`config.mk`:
```
export PLATFORM = sky130hd
export DESIGN_NAME = mem_arbiter
export DESIGN_NICKNAME = d
export VERILOG_FILES = /design/src/rtl/mem_arbiter.sv
export SDC_FILE = /design/constraint.sdc
export NUM_CORES = 1
export LEC_CHECK = 0
export CORE_AREA = 10 10 232 234
export DETAILED_ROUTE_END_ITERATION = 16
export DIE_AREA = 0 0 242 244
export DONT_BUFFER_PORTS = 1
export HOLD_SLACK_MARGIN = 0.1
export PLACE_DENSITY = 0.35
export SLEW_MARGIN = 10
export SYNTH_ARGS = -nofsm -noshare
export SYNTH_HDL_FRONTEND = slang
export SYNTH_SLANG_ARGS = --single-unit
```
`constraint.sdc`:
```
create_clock -name clk -period 2 [get_ports clk]
set_input_delay 0.5 -clock clk [delete_from_list [all_inputs] [get_ports clk]]
set_output_delay 0.5 -clock clk [all_outputs]
set_load 0.1 [all_outputs]
```
`src/rtl/mem_arbiter.sv`:
```
// Arbiter between an I-cache (read only) and a D-cache (read/write-back) for one block-wide memory port.
// Build option ARB_ROUND_ROBIN_EN: round-robin tie-break instead of fixed D-cache priority.
module mem_arbiter #(
    parameter int Word_Size  = 32,
    parameter int Block_Size = 4,
    parameter int Timeout    = 255
) (
    input  logic                            clk,
    input  logic                            reset,
    input  logic                            i_rd,
    input  logic                            d_rd,
    input  logic                            d_wr,
    input  logic [31:0]                     i_addr,
    input  logic [31:0]                     d_addr,
    input  logic [Word_Size*Block_Size-1:0] d_wdata,
    output logic                            i_ack,
    output logic                            d_ack,
    output logic [Word_Size*Block_Size-1:0] rdata,
    output logic                            err,
    output logic                            mem_rd,
    output logic                            mem_wr,
    output logic [31:0]                     mem_addr,
    output logic [Word_Size*Block_Size-1:0] mem_wdata,
    input  logic [Word_Size*Block_Size-1:0] mem_rdata,
    input  logic                            mem_ready
);

    localparam logic [7:0] TMO_LIMIT = 8'(Timeout);

    typedef enum logic [1:0] {
        IDLE,
        READ,
        WRITE,
        RESP
    } state_t;

    state_t      state;
    state_t      state_next;

    logic        grant_d;
    logic        rd_pending;
    logic        err_q;
    logic [7:0]  tmo_cnt;

    logic        pend_i;
    logic        pend_d;
    logic        pick_d;
    logic        grant;
    logic        tmo_hit;
    logic        capture;
    logic        tmo_clr;
    logic        tmo_inc;
    logic        set_err;

    assign pend_i  = i_rd;
    assign pend_d  = d_rd | d_wr;
    assign tmo_hit = (tmo_cnt + 8'd1) == TMO_LIMIT;

`ifdef ARB_ROUND_ROBIN_EN
    // last_d remembers who won the previous grant; on a tie the other side wins
    logic last_d;

    assign pick_d = pend_d & (~pend_i | ~last_d);

    always_ff @(posedge clk) begin
        if (reset) begin
            last_d <= 1'b0;
        end else if (grant) begin
            last_d <= pick_d;
        end
    end
`else
    assign pick_d = pend_d;
`endif

    always_ff @(posedge clk) begin
        if (reset) begin
            state <= IDLE;
        end else begin
            state <= state_next;
        end
    end

    always_comb begin
        state_next = state;
        grant      = 1'b0;
        capture    = 1'b0;
        tmo_clr    = 1'b0;
        tmo_inc    = 1'b0;
        set_err    = 1'b0;
        case (state)
            IDLE: begin
                if (pend_i | pend_d) begin
                    grant      = 1'b1;
                    tmo_clr    = 1'b1;
                    state_next = (pick_d && d_wr) ? WRITE : READ;
                end
            end
            READ: begin
                if (mem_ready) begin
                    capture    = 1'b1;
                    state_next = RESP;
                end else if (tmo_hit) begin
                    set_err    = 1'b1;
                    state_next = RESP;
                end else begin
                    tmo_inc = 1'b1;
                end
            end
            WRITE: begin
                // A write-back paired with a refill continues into READ at the same address
                if (mem_ready) begin
                    if (rd_pending) begin
                        tmo_clr    = 1'b1;
                        state_next = READ;
                    end else begin
                        state_next = RESP;
                    end
                end else if (tmo_hit) begin
                    set_err    = 1'b1;
                    state_next = RESP;
                end else begin
                    tmo_inc = 1'b1;
                end
            end
            RESP: begin
                state_next = IDLE;
            end
            default: begin
                state_next = IDLE;
            end
        endcase
    end

    always_ff @(posedge clk) begin
        if (reset) begin
            mem_addr   <= '0;
            mem_wdata  <= '0;
            rdata      <= '0;
            grant_d    <= 1'b0;
            rd_pending <= 1'b0;
            err_q      <= 1'b0;
        end else begin
            if (grant) begin
                mem_addr   <= pick_d ? d_addr : i_addr;
                mem_wdata  <= pick_d ? d_wdata : '0;
                grant_d    <= pick_d;
                rd_pending <= pick_d ? d_rd : 1'b1;
                err_q      <= 1'b0;
            end
            if (capture) begin
                rdata <= mem_rdata;
            end
            if (set_err) begin
                err_q <= 1'b1;
            end
        end
    end

    always_ff @(posedge clk) begin
        if (reset || tmo_clr) begin
            tmo_cnt <= 8'd0;
        end else if (tmo_inc) begin
            tmo_cnt <= tmo_cnt + 8'd1;
        end
    end

    assign mem_rd = (state == READ);
    assign mem_wr = (state == WRITE);
    assign i_ack  = (state == RESP) && !grant_d;
    assign d_ack  = (state == RESP) && grant_d;
    assign err    = (state == RESP) && err_q;

endmodule

```
Yosys cells after proc, flatten, opt, wreduce, memory -nomap -nowiden
Cells that the tools add are included.
{"block": "totals", "out_inout_bits": 293, "inputBits": 326, "register_bits": 301}
{"block": "classes", "n_eq_ne": 5, "reduce_logical": 9, "n_mux": 25, "add_sub_neg": 1, "bitwise_logic": 2}
{"operator": "128-bit two-way mux", "count": 1}
{"operator": "32-bit two-way mux", "count": 1}
{"operator": "1-bit two-way mux", "count": 15}
{"operator": "2-bit two-way mux", "count": 6}
{"operator": "8-bit by 1-bit adder with 8-bit output (second input constant)", "count": 1}
{"operator": "8-bit == test (second input constant)", "count": 1}
{"operator": "2-bit one-hot mux with 4 select lines", "count": 1}
{"operator": "2-bit == test (second input constant)", "count": 2}
{"operator": "1-bit logical AND", "count": 4}
{"operator": "2-bit by 1-bit == test with 1-bit output (second input constant)", "count": 1}
{"operator": "2-bit logical NOT", "count": 1}
{"operator": "2-bit != test (second input constant)", "count": 1}
{"operator": "1-bit OR", "count": 2}
{"operator": "1-bit one-hot mux with 2 select lines", "count": 1}
{"operator": "2-bit nonzero test", "count": 1}
{"operator": "2-bit OR reduction", "count": 1}
{"operator": "1-bit logical NOT", "count": 1}
{"operator": "1-bit logical OR", "count": 1}

Depth between registers and ports, before layout
{"block": "depth", "ltp_word": 6, "ltp_mapped": 8, "mapped_depth_nobuf": 6}

Worst setup path after synthesis
No wires, ideal clock.
{"block": "synth_path", "path_type": "register -> output", "startpoint": "reg state[0]", "endpoint": "out i_ack", "t_required_ps": 1500, "stages_incl_launch_ff": 3, "t_arrival_ps": 1891, "path_slack_ps": -391, "path_cell_list": "dfxtp_1 -> ha_1 -> nor2b_1"}
{"block": "synth_between", "elab_chain_len": 2}
{"item": "from (decl)", "line_no": "37", "text": "state_t state;"}
{"item": "from (signal assigned)", "line_no": "80", "text": "state <= state_next;"}
{"item": "2-bit == test", "line_no": "170", "text": "assign i_ack = (state == RESP) && !grant_d;"}
{"item": "1-bit logical AND", "line_no": "170"}
{"item": "to (decl)", "line_no": "16", "text": "output logic i_ack,"}
No other way between the ends.

Worst setup path after layout
{"block": "layout_path", "startpoint": "reg state[0]", "endpoint": "out mem_wr"}
{"block": "layout_between", "elab_chain_len": 1}
{"item": "2-bit == test", "line_no": "169", "text": "assign mem_wr = (state == WRITE);"}
{"item": "to (decl)", "line_no": "21", "text": "output logic mem_wr,"}
No other way between the ends.

==> results.cfg <==
[final_layout]
final-seq-area_sq_um = 6031
nFillCells = 5075
postLayoutCellArea_sq_um = 17340
drive_above_1_share_pct = 24.64
layout.nets = 1961
multi_input_area_sq_um = 4048
final_core_util_pct = 35.07
insertedDiodeCount = 0
syn_to_final_growth_pct = 66.27

[logic_synthesis]
synth_top_family_by_area = compound AO/OA/AOI/OAI gates
synth.ff_latch_count = 301
syn_area_sq_um = 10430
synth_seq_area_share_pct = 57.77
synth-edff-count = 0
ys_types = 43
synth_xor_area_share_pct = 0.5038
synth_warnings = 0
synthAdderAreaFrac_pct = 0.7198
avgSynthCellArea_sq_um = 9.346
async_flop_share_pct = 0
synth.area.top_cells = dfxtp_1, nand2_1, a22o_1
synth_fp_nets = 1448
synth_compound_area_share_pct = 22.10
syn_inst = 1116
synth-simple-area-share_pct = 14.13
synth_largest_area_cell = dfxtp_1
synth_top_area_share_pct = 57.77
ys.flop_type = dfxtp_1
synth.area.mux_share_pct = 0.3839

[placed_design]
place.port_buffers = 0
dp_hpwl_mm = 34.27
place_congestion = 0.8220
placed_area_sq_um = 13520

[route]
vias = 9987
drtAntennaViolNets = 0
drt_first_pass_iters = 5
routed_wl_mm = 46.11
wl_per_cell_microns = 19.80
drt-initial-drc-count = 505
routed_via_density = 4.290
drc = 0

[sta]
holdWs_ns = 0.1026
max_freq_ghz = 0.5168
finalHoldViolations = 0
slew_headroom_pct = 35.91
setup_tns_ns = 0
rsz0062_at_grt = no
finalCritPeriodShare_pct = 96.75
fin_worst_skew_ns = 0.007799
setup_violations = 0
worst_pin_slew_ns = 0.9582
fin_crit_ns = 1.935
maxSlewViolCount = 0

[die]
fp.dieW_microns = 242
die_h_microns = 244
dieArea_sq_um = 59050
start_util_pct = 21.09
core_area_sq_um = 49450
io_pins = 619
placementRows = 82

[hold_path]
hp-class = in -> reg

[global_routing]
antenna_found_initial = 0
grt_max_degree = 168
grt_pass1_wl_mm = 66.92
grt-ovfl-total = 0
grt_pass1_vias = 10020
grt_util_all_layers_pct = 14.54

[job]
cap_viol_max_count = 0

[clocking]
cts_num_sinks = 301
numCtsBuffers = 37
worstSkewPairLatency_ns = 0.53
cts_buffer_depth = 3
cts_tree = done
clkTransAtPathRegs_ns = 0.06
h-tree-depth = 2
cts_root_buf = clkbuf_16

[worst_setup_path]
cp_max_fo = 5
setup.worst_path.end_class = primary output
crit_type = reg -> out
worst_setup_path_start_kind = flop
worstPathRequired_ns = 1.50
critPathArrivalTime_ns = 1.43

[power]
power_uw = 29620
leakagePower_uw = 0.007129
ir_worst_vdd_v = 0.0008048
power_density_nw_per_um2 = 1708

[run_status]
status = complete, no violations
cells in the mapped netlist (2+ instances only):
cell        n
buf_6       3
nand2b_1    3
and2_1      3
nand3_1     3
o21ai_0    32
nor2_1     40
clkbuf_1   49
buf_1       5
nor3_1      4
inv_1       5
nand2_1   301
nor2b_1     2
dfxtp_1   301
a22o_1    128
ha_1        6
xnor2_1     5
a21oi_1   132
mux2i_1     4
buf_2      27
a311oi_1   32
buf_4       9
worst paths after layout:
kind / from / endpoint / slack [ns] / cells after the start
worst min register to register: rdata[71] / rdata[71] / 0.45 / 2
worst min-delay path: mem_rdata[79] / rdata[79] / 0.10 / 2
worst max-delay path: state[0] / mem_wr / 0.07 / 3
worst max register to register: tmo_cnt[1] / err_q / 0.13 / 6
power breakdown:
part / switching (uW) / internal (uW) / leakage (uW) / total [uW]
sequential: 396 / 7200 / 0.00246 / 7600
combinational: 11600 / 3360 / 0.00403 / 15000
clock: 2600 / 4420 / 0.000638 / 7030
total: 14600 / 15000 / 0.00713 / 29600
metal layers:
| metal | GRT usage (%) | share of wire, % | vias to the layer above |
|---|---|---|---|
| met2 | 25.98 | 52 | 331 |
| met3 | 4.927 | 7.5 | 68 |
| li1 | - | - | 4902 |
| met4 | 5.123 | 2.7 | 0 |
| met5 | 0 | 0 | - |
| met1 | 15.78 | 38 | 4686 |
sequential cells by signal (all words and copies together), names as in the netlist:
register,count
state,2
grant_d,1
rd_pending,1
mem_wdata,128
mem_addr,32
err_q,1
tmo_cnt,8
rdata,128
metrics by stage:
stage / instances / setup WS, ns
5_1_grt: 2328 / 0.008362
2_1_floorplan: 1116 / 0.08193
4_1_cts: 2308 / -0.004451
3_5_place_dp: 2020 / 0.2461
6_report: 2328 / 0.06504
3_3_place_gp: 2020 / 0.2783
placed cells by master, fill, tap and decap left out, drive strengths merged, types with 2 or more instances in the layout:
master	n
buf	326
nand2b	3
nor3	5
nor2b	2
a311oi	32
a22o	128
nor3b	2
nor2	42
dfxtp	301
and2	3
a21oi	132
bufinv	3
mux2i	4
o21ai	32
ha	6
clkinv	2
nand3	3
xnor2	5
inv	6
clkbuf	60
dlygate4sd3	241
nand2	302
kinds of logic (layout without fill, tap and decap cells):
kind of cell               Yosys count  count (layout)
and+or+nand+nor                    368             368
adders and majority gates            6               6
AOI/OAI and AO/OA                  333             333
xor gates and xnor gates             6               6
buffers and inverters               98             638
DFF                                301             301
muxes                                4               4
area by class of cell:
class | instances | area share (%)
flip-flops and latches | 301 | 34.78
repair buffers | 567 | 29.47
multi-input cells | 717 | 23.34
clock buffers | 60 | 6.833
well taps | 672 | 4.848
clock inverters | 6 | 0.6277
inverters | 5 | 0.1082
what timing repair did:
| item | CTS | global route |
|---|---|---|
| resized for setup | 10 | 15 |
| endpoints found under the setup margin | 5 | 8 |
| setup buffers | 0 | 2 |
| endpoints found under the hold margin | 291 | 32 |
| cloned | 0 | 0 |
| hold buffers | 222 | 19 |
| pin swaps | 0 | 2 |
worst max-delay path, stage by stage, from the launching register on:
cell and delay [ns]:
dfxtp_4 0.37, inv_1 0.10, ha_2 0.23, buf_12 0.19
Note: power is estimated with default switching activity, not from simulation.
